File: src/rtl/riscv_pkg.sv
// Shared definitions for the RISC-V pipeline stages: data widths, the bubble
// instruction, fetch state encoding and the IF/ID bundle layout.
package riscv_pkg;

  localparam int XLEN   = 32;
  localparam int INST_W = 32;

  // addi x0,x0,0 : the canonical no-op placed in a pipeline bubble
  localparam logic [INST_W-1:0] NOP_INST = 32'h0000_0013;

  // IF/ID bundle field widths, shared with the decode stage
  localparam int IFID_PC_W   = XLEN;
  localparam int IFID_INST_W = INST_W;
  localparam int IFID_W      = 2 * IFID_PC_W + IFID_INST_W + 1;

  typedef enum logic {
    FS_RUN   = 1'b0,
    FS_FAULT = 1'b1
  } fetch_state_t;

  typedef struct packed {
    logic [IFID_PC_W-1:0]   pc;
    logic [IFID_PC_W-1:0]   pc4;
    logic [IFID_INST_W-1:0] inst;
    logic                   valid;
  } ifid_t;

endpackage

File: src/rtl/ifid_reg.sv
// Generic pipeline register. Priority is reset > bubble > load > hold.
// The payload width and the bubble pattern are parameters, so the same
// block serves every inter-stage register in the pipeline.
module ifid_reg #(
  parameter int          W      = 1,
  parameter logic [W-1:0] BUBBLE = '0
) (
  input  logic         clk,
  input  logic         rst,
  input  logic         load,
  input  logic         bubble,
  input  logic [W-1:0] d,
  output logic [W-1:0] q
);

  // Register the payload, replacing it with the bubble pattern on reset or flush
  always_ff @(posedge clk) begin
    if (rst || bubble) begin
      q <= BUBBLE;
    end else if (load) begin
      q <= d;
    end
  end

endmodule

File: src/rtl/fetch_stage.sv
// IF stage: owns the PC, addresses the instruction memory, fills the IF/ID
// register, and traps misaligned or out-of-range fetch addresses into a
// sticky fault state that only reset clears.
module fetch_stage
  import riscv_pkg::*;
#(
  parameter logic [31:0] RESET_PC = 32'h0000_0000,
  parameter int          IMEM_AW  = 6,
  parameter logic [31:0] NOP_INST = riscv_pkg::NOP_INST,
  parameter int          CNT_W    = 16
) (
  input  logic               clk,
  input  logic               rst,
  input  logic               stall_i,
  input  logic               redirect_i,
  input  logic [31:0]        redirect_pc_i,
  output logic [IMEM_AW-1:0] imem_addr_o,
  input  logic [31:0]        imem_data_i,
  output logic [31:0]        ifid_pc_o,
  output logic [31:0]        ifid_pc4_o,
  output logic [31:0]        ifid_inst_o,
  output logic               ifid_valid_o,
  output logic [31:0]        pc_o,
  output logic               fault_o,
  output logic [CNT_W-1:0]   fetch_count_o
);

  localparam ifid_t IFID_BUBBLE = '{pc: '0, pc4: '0, inst: NOP_INST, valid: 1'b0};

  fetch_state_t      state;
  logic [XLEN-1:0]   pc;
  logic [XLEN-1:0]   pc_plus4;
  logic [CNT_W-1:0]  count;
  logic              fault_now;
  logic              ifid_load;
  logic              ifid_bubble;
  ifid_t             ifid_d;
  ifid_t             ifid_q;

  assign pc_plus4  = pc + 32'd4;
  assign fault_now = (pc[1:0] != 2'b00) || (pc[XLEN-1:IMEM_AW+2] != '0);

  // Decide what the IF/ID register does this cycle: flush on redirect or a
  // faulting fetch, freeze on stall, otherwise capture the fetched word
  always_comb begin
    ifid_load   = 1'b0;
    ifid_bubble = 1'b0;
    if (state == FS_RUN) begin
      if (redirect_i) begin
        ifid_bubble = 1'b1;
      end else if (stall_i) begin
        ifid_load = 1'b0;
      end else if (fault_now) begin
        ifid_bubble = 1'b1;
      end else begin
        ifid_load = 1'b1;
      end
    end else begin
      ifid_bubble = 1'b1;
    end
  end

  assign ifid_d = '{pc: pc, pc4: pc_plus4, inst: imem_data_i, valid: 1'b1};

  ifid_reg #(
    .W      (IFID_W),
    .BUBBLE (IFID_BUBBLE)
  ) u_ifid (
    .clk    (clk),
    .rst    (rst),
    .load   (ifid_load),
    .bubble (ifid_bubble),
    .d      (ifid_d),
    .q      (ifid_q)
  );

  // PC update, fault FSM and saturating fetch counter; a fault is sticky
  // until reset, so nothing moves once FS_FAULT is entered
  always_ff @(posedge clk) begin
    if (rst) begin
      state   <= FS_RUN;
      pc      <= RESET_PC;
      fault_o <= 1'b0;
      count   <= '0;
    end else begin
      case (state)
        FS_RUN: begin
          if (redirect_i) begin
            pc <= redirect_pc_i;
          end else if (stall_i) begin
            pc <= pc;
          end else if (fault_now) begin
            state   <= FS_FAULT;
            fault_o <= 1'b1;
          end else begin
            pc <= pc_plus4;
            if (count != {CNT_W{1'b1}}) begin
              count <= count + CNT_W'(1);
            end
          end
        end
        FS_FAULT: begin
          fault_o <= 1'b1;
        end
        default: begin
          state <= FS_FAULT;
        end
      endcase
    end
  end

  // The memory address is a plain truncation; the fault check covers aliasing
  assign imem_addr_o   = pc[IMEM_AW+1:2];
  assign pc_o          = pc;
  assign fetch_count_o = count;
  assign ifid_pc_o     = ifid_q.pc;
  assign ifid_pc4_o    = ifid_q.pc4;
  assign ifid_inst_o   = ifid_q.inst;
  assign ifid_valid_o  = ifid_q.valid;

endmodule

File: config.mk
export PLATFORM = sky130hd
export DESIGN_NAME = fetch_stage
export DESIGN_NICKNAME = d
export VERILOG_FILES = /design/src/rtl/riscv_pkg.sv /design/src/rtl/ifid_reg.sv /design/src/rtl/fetch_stage.sv
export SDC_FILE = /design/constraint.sdc
export NUM_CORES = 1
export LEC_CHECK = 0
export CORE_MARGIN = 2
export CORE_UTILIZATION = 47
export CTS_CLUSTER_SIZE = 28
export DETAILED_ROUTE_END_ITERATION = 10
export GPL_TIMING_DRIVEN = 0
export PLACE_DENSITY = 0.86
export SLEW_MARGIN = 20
export SYNTH_ARGS = -nofsm -noshare
export SYNTH_HDL_FRONTEND = slang
export SYNTH_SLANG_ARGS = --single-unit
File: constraint.sdc
create_clock -name clk -period 3.6 [get_ports clk]
set_clock_uncertainty 0.15 [all_clocks]
set_input_delay 0.72 -clock clk [delete_from_list [all_inputs] [get_ports clk]]
set_output_delay 0.72 -clock clk [all_outputs]
set_load 0.005 [all_outputs]
**Word-level counts from Yosys, hierarchy flattened**

Index checks and enable logic that the tools add are counted.

- Input port bits: 68
- Memories kept: 0
- Memory bits (writable): 0
- Logic and storage cells: 41
- Latch bits: 0
- Memory bits (read-only): 0
- Output and inout port bits: 152
- Register bits after elaboration: 147

- Equal/unequal tests: 6
- Div/mod/pow operators: 0
- Reduce and logical (&&, ||, !) cells: 7
- $mul: 0
- Magnitude comparators: 0
- Bitwise gates (word level): 4
- $add $sub $neg: 2
- Shifts and indexed selects: 0
- Muxes and demuxes: 17

Operator list:

| cell | count |
|---|---|
| two-way mux 32 bit | 3 |
| adder 32 x 3 -> 32 bit, second input constant | 1 |
| nonzero test 24 bit | 1 |
| adder 16 x 1 -> 16 bit, second input constant | 1 |
| inequality test 16 bit, second input constant | 1 |
| two-way mux 1 bit | 13 |
| inequality test 2 bit, second input constant | 4 |
| AND reduction 3 bit | 2 |
| AND reduction 5 bit | 1 |
| inverter 1 bit | 4 |
| logical OR 1 bit | 2 |
| inequality test 2 x 1 -> 1 bit, second input constant | 1 |
| one-hot mux 1 bit (2 select lines) | 1 |
| nonzero test 2 bit | 1 |

**Longest topological paths before layout**

- Depth in word-level cells: 7
- Depth in mapped cells: 7
- Gate-level depth less buffers: 6

**Hierarchy**

Synthesis repeated with hierarchy kept, for this count alone.

- Cells, all modules: 699
- Area total of the unflattened synthesis: 6487.5 µm²

Modules (own cells, without submodules):

| module | instances | cells each | sequential area each (µm²) | area an instance (µm²) |
|---|---|---|---|---|
| ifid_reg | 1 | 315 | 1941.9 | 3478.3 |
| fetch_stage | 1 | 384 | 1001.0 | 3009.1 |

**Worst setup path after synthesis**

OpenSTA, ideal clock, no wires.

- Kind: register -> register
- Start point: register pc[21] (netlist: pc_o[21])
- End point: register count[15] (netlist: fetch_count_o[15])
- Arrival: 2.135 ns
- Clock period less this slack: 2.405 ns
- Buffers on the path: 1
- Required time: 3.329 ns
- Setup slack: 1.195 ns
- Library setup time: 0.121 ns
- Cell stages (with the launch flop): 7
- Path through: dfxtp_1 or4_4 nor4_4 nand3_2 buf_6 nor4_2 mux2_2

- Cells in the longest elaborated chain, start to end: 4

Ends and longest elaborated chain:

| item | line | text |
|---|---|---|
| start, declared | fetch_stage.sv:31 | `logic [XLEN-1:0] pc;` |
| start signal, assigned | fetch_stage.sv:89 | `pc <= redirect_pc_i;` |
| start signal, assigned | fetch_stage.sv:91 | `pc <= pc;` |
| start signal, assigned | fetch_stage.sv:96 | `pc <= pc_plus4;` |
| nonzero test 24 bit | fetch_stage.sv:41 | `assign fault_now = (pc[1:0] != 2'b00) \|\| (pc[XLEN-1:IMEM_AW+2] != '0);` |
| logical OR 1 bit | fetch_stage.sv:41 |  |
| inverter 1 bit (no source line) | n/a |  |
| AND reduction 5 bit (no source line) | n/a |  |
| end signal, assigned | fetch_stage.sv:98 | `count <= count + CNT_W'(1);` |
| end, declared | fetch_stage.sv:33 | `logic [CNT_W-1:0] count;` |

No other way between the ends.
A chain may end at the register's enable or synchronous reset.

**Worst setup path in the final report**

- Start point: input port redirect_i
- End point: register pc[13] (netlist: pc_o[13])

- Cells in the longest elaborated chain, start to end: 2
- Elaborated cells between the ends (all ways): 4
- Those cells by class: eq/ne: 2; mux: 1; reduce/logical: 1

Ends and longest elaborated chain:

| item | line | text |
|---|---|---|
| start, declared | fetch_stage.sv:15 | `input logic redirect_i,` |
| inequality test 2 bit (no source line) or inequality test 2 x 1 -> 1 bit (tied branches) | n/a |  |
| AND reduction 3 bit (no source line) | n/a |  |

Parallel ways exist; a longest one is shown, timed or not.

==> metrics.cfg <==
[global_route]
grt_pass1_wl_mm = 27.1
track_usage_pct = 26.3
antenna_found_initial = 0
grt-ovfl-total = 0
grt_pass1_vias = 5519
grt_max_degree = 17

[clocking]
cts_sinks = 145
cts-root-buf = clkbuf_16
cts_tree = built
htree_num_levels = 4
clkTransAtPathRegs_ns = 0.06
postCtsSetupRepairBufs = 0
ctsHoldBuffers = 0
clkLatencyLatePin_ns = 0.41
clock_path_buffers = 2
cts_resized = 0
cts_inserted_buffers = 17

[synth]
yosysTopAreaCellShare_pct = 52.0
synthTopCellsByArea = dfxtp_1 (52%), nand2_1 (8.0%), a21oi_1 (6.3%), and2_1 (5.8%), nand3_1 (2.1%)
async_flop_share_pct = 0
synth_fp_nets = 696
syn_avg_cell_area_um2 = 8.91
synth_ff_type = dfxtp_1
synth-compound-area-share_pct = 14.6
synthMuxAreaShare_pct = 0.942
ys_types = 52
yosysWarningCount = 0
synth_seq_cells = 145
synth_top_family_by_area = simple AND/OR/NAND/NOR gates
yosys.area.top_type = dfxtp_1
syn_inst = 626
yosys-top-cells-count = dfxtp_1 (145), nand2_1 (119), a21oi_1 (70), and2_1 (52)
yosysMostFrequentCell = dfxtp_1
synth_edf_count = 0
synth-simple-area-share_pct = 26.3
ys_seq_area_share_pct = 52.0
syn-cell-area_um2 = 5580
synth-adder-area-share_pct = 0.448
synth_xor_area_share_pct = 0.785

[die]
die_area_um2 = 12800
core_area_um2 = 11500
die_h_um = 113
dieWidth_um = 113
start_util_pct = 48.5
rows = 39
io_pins = 220

[route]
antenna_left = 0
wl_mm = 17.3
drt_first_pass_iters = 9
num_vias = 5567
drt-initial-drc-count = 323
vias_per_cell = 5.46
drc_errors = 19
avgRoutedWirePerCell_um = 16.9

[final_layout]
area_delta_synth_final_pct = 53.5
drive_above_1_share_pct = 8.10
finalCoreUtilization_pct = 74.4
final_nets = 934
diodes = 0

[outcome]
outcome = complete, but fails checks
violations = design-rule violations

[placed_design]
portBuffers = 219
dp_hpwl_mm = 12.8
gp_congestion = 0.849

[timing]
slew_violations = 0
finalHoldViolCount = 0
worst_pin_slew_ns = 0.891
rsz0062_at_grt = no
setup_total_negative_slack_ns = 0
relSlewSlack_pct = 40.4
fmax_ghz = 0.329
post-route-period-util_pct = 84.5
fin_crit_ns = 3.04
setup_viol = 0

[setup_path]
crit_arrival_ns = 3.24
startpoint_type = input pin
crit_fanout = 10
crit_type = input pin to flop
end_kind = flop
cp.required_ns = 3.80

[power_and_ir_drop]
peakVddDrop_mv = 0.311
powerDensity_nw_per_um2 = 446
p_total_uw = 3820
p_leak_uw = 0.00301

[flow_run]
drv_cap = 0

[hold_path]
hp-class = flop to flop

## state kept, by name, summed over array words and instances, names as in the netlist
| register | flops |
|---|---|
| u_ifid.q | 95 |
| fetch_count_o | 16 |
| fault_o | 1 |
| state | 1 |
| pc_o | 32 |
## worst paths after layout
check / startpoint / end / slack (ns) / cells after the start
min reg2reg: fault_o$_SDFFE_PP0P_ / fault_o$_SDFFE_PP0P_ / 0.30 / 2
max reg2reg: state$_SDFF_PP0_ / pc_o[26]$_SDFFE_PP0P_ / 0.89 / 6
max: redirect_i / pc_o[13]$_SDFFE_PP0P_ / 0.56 / 6
min: fault_o$_SDFFE_PP0P_ / fault_o$_SDFFE_PP0P_ / 0.30 / 2
## area by class of cell
type,instances,area (um2)
Sequential cell,145,2900
Timing Repair Buffer,219,2190
Buffer,49,249
Clock inverter,15,181
Clock buffer,17,425
Inverter,6,22.5
Tap cell,143,179
Fill cell,817,2950
Multi-Input combinational cell,426,2410
## routing by layer
metal | wire length, um | track usage [%] | vias to the layer above
met2 | 8360 | 45.5 | 298
met5 | 0 | 0 | -
met1 | 6770 | 30.2 | 2598
li1 | - | - | 2645
met3 | 1900 | 9.59 | 26
met4 | 240 | 9.02 | 0
## cells in the final DEF (no fill, tap or decap), drive strengths merged, types with 4 or more instances in the layout
cell,count
a211oi,11
nand4,6
dfxtp,145
clkinv,6
a21oi,71
nor4,8
and4,4
nand3b,4
and2,52
nand2b,4
or4,13
buf,22
clkdlybuf4s50,219
xnor2,4
nand2,119
o41ai,4
nor2,27
a22o,9
inv,10
o21ai,12
nor3,5
or3,5
clkbuf,44
nand3,24
o31ai,12
## metrics by stage
| stage | cell area [um2] | hold slack [ns] | setup slack, ns | std cells |
|---|---|---|---|---|
| after floorplan | 5580 | 0.292 | 1.19 | 626 |
| after global placement | 7950 | 0.290 | 0.306 | 988 |
| after detailed placement | 7960 | 0.291 | 0.244 | 988 |
| after CTS | 8560 | 0.300 | 0.650 | 1020 |
| after global routing | 8560 | 0.317 | 0.500 | 1020 |
| final | 8560 | 0.303 | 0.558 | 1020 |
## cells by family after synthesis
family / Yosys count
adder cells (fa/ha/maj): 2
XOR/XNOR: 5
AND/OR/NAND/NOR: 284
buffers and inverters: 55
AO/OA/AOI/OAI: 130
flip-flops: 145
multiplexers: 5
## report_power, final
| part | internal (uW) | switching (uW) | total [uW] | leakage, uW |
|---|---|---|---|---|
| registers | 1630 | 35.4 | 1670 | 0.00117 |
| clock network | 1100 | 706 | 1800 | 0.000294 |
| logic | 185 | 164 | 349 | 0.00154 |
| total | 2910 | 906 | 3820 | 0.00301 |
## worst max-delay path, cell delays in order
cell             delay [ns]
clkdlybuf4s50_1        0.62
inv_1                  0.15
nor2_1                 0.71
a31oi_1                0.35
nor2_1                 0.48
a22o_1                 0.21
Note: power is estimated with default switching activity, not from simulation.
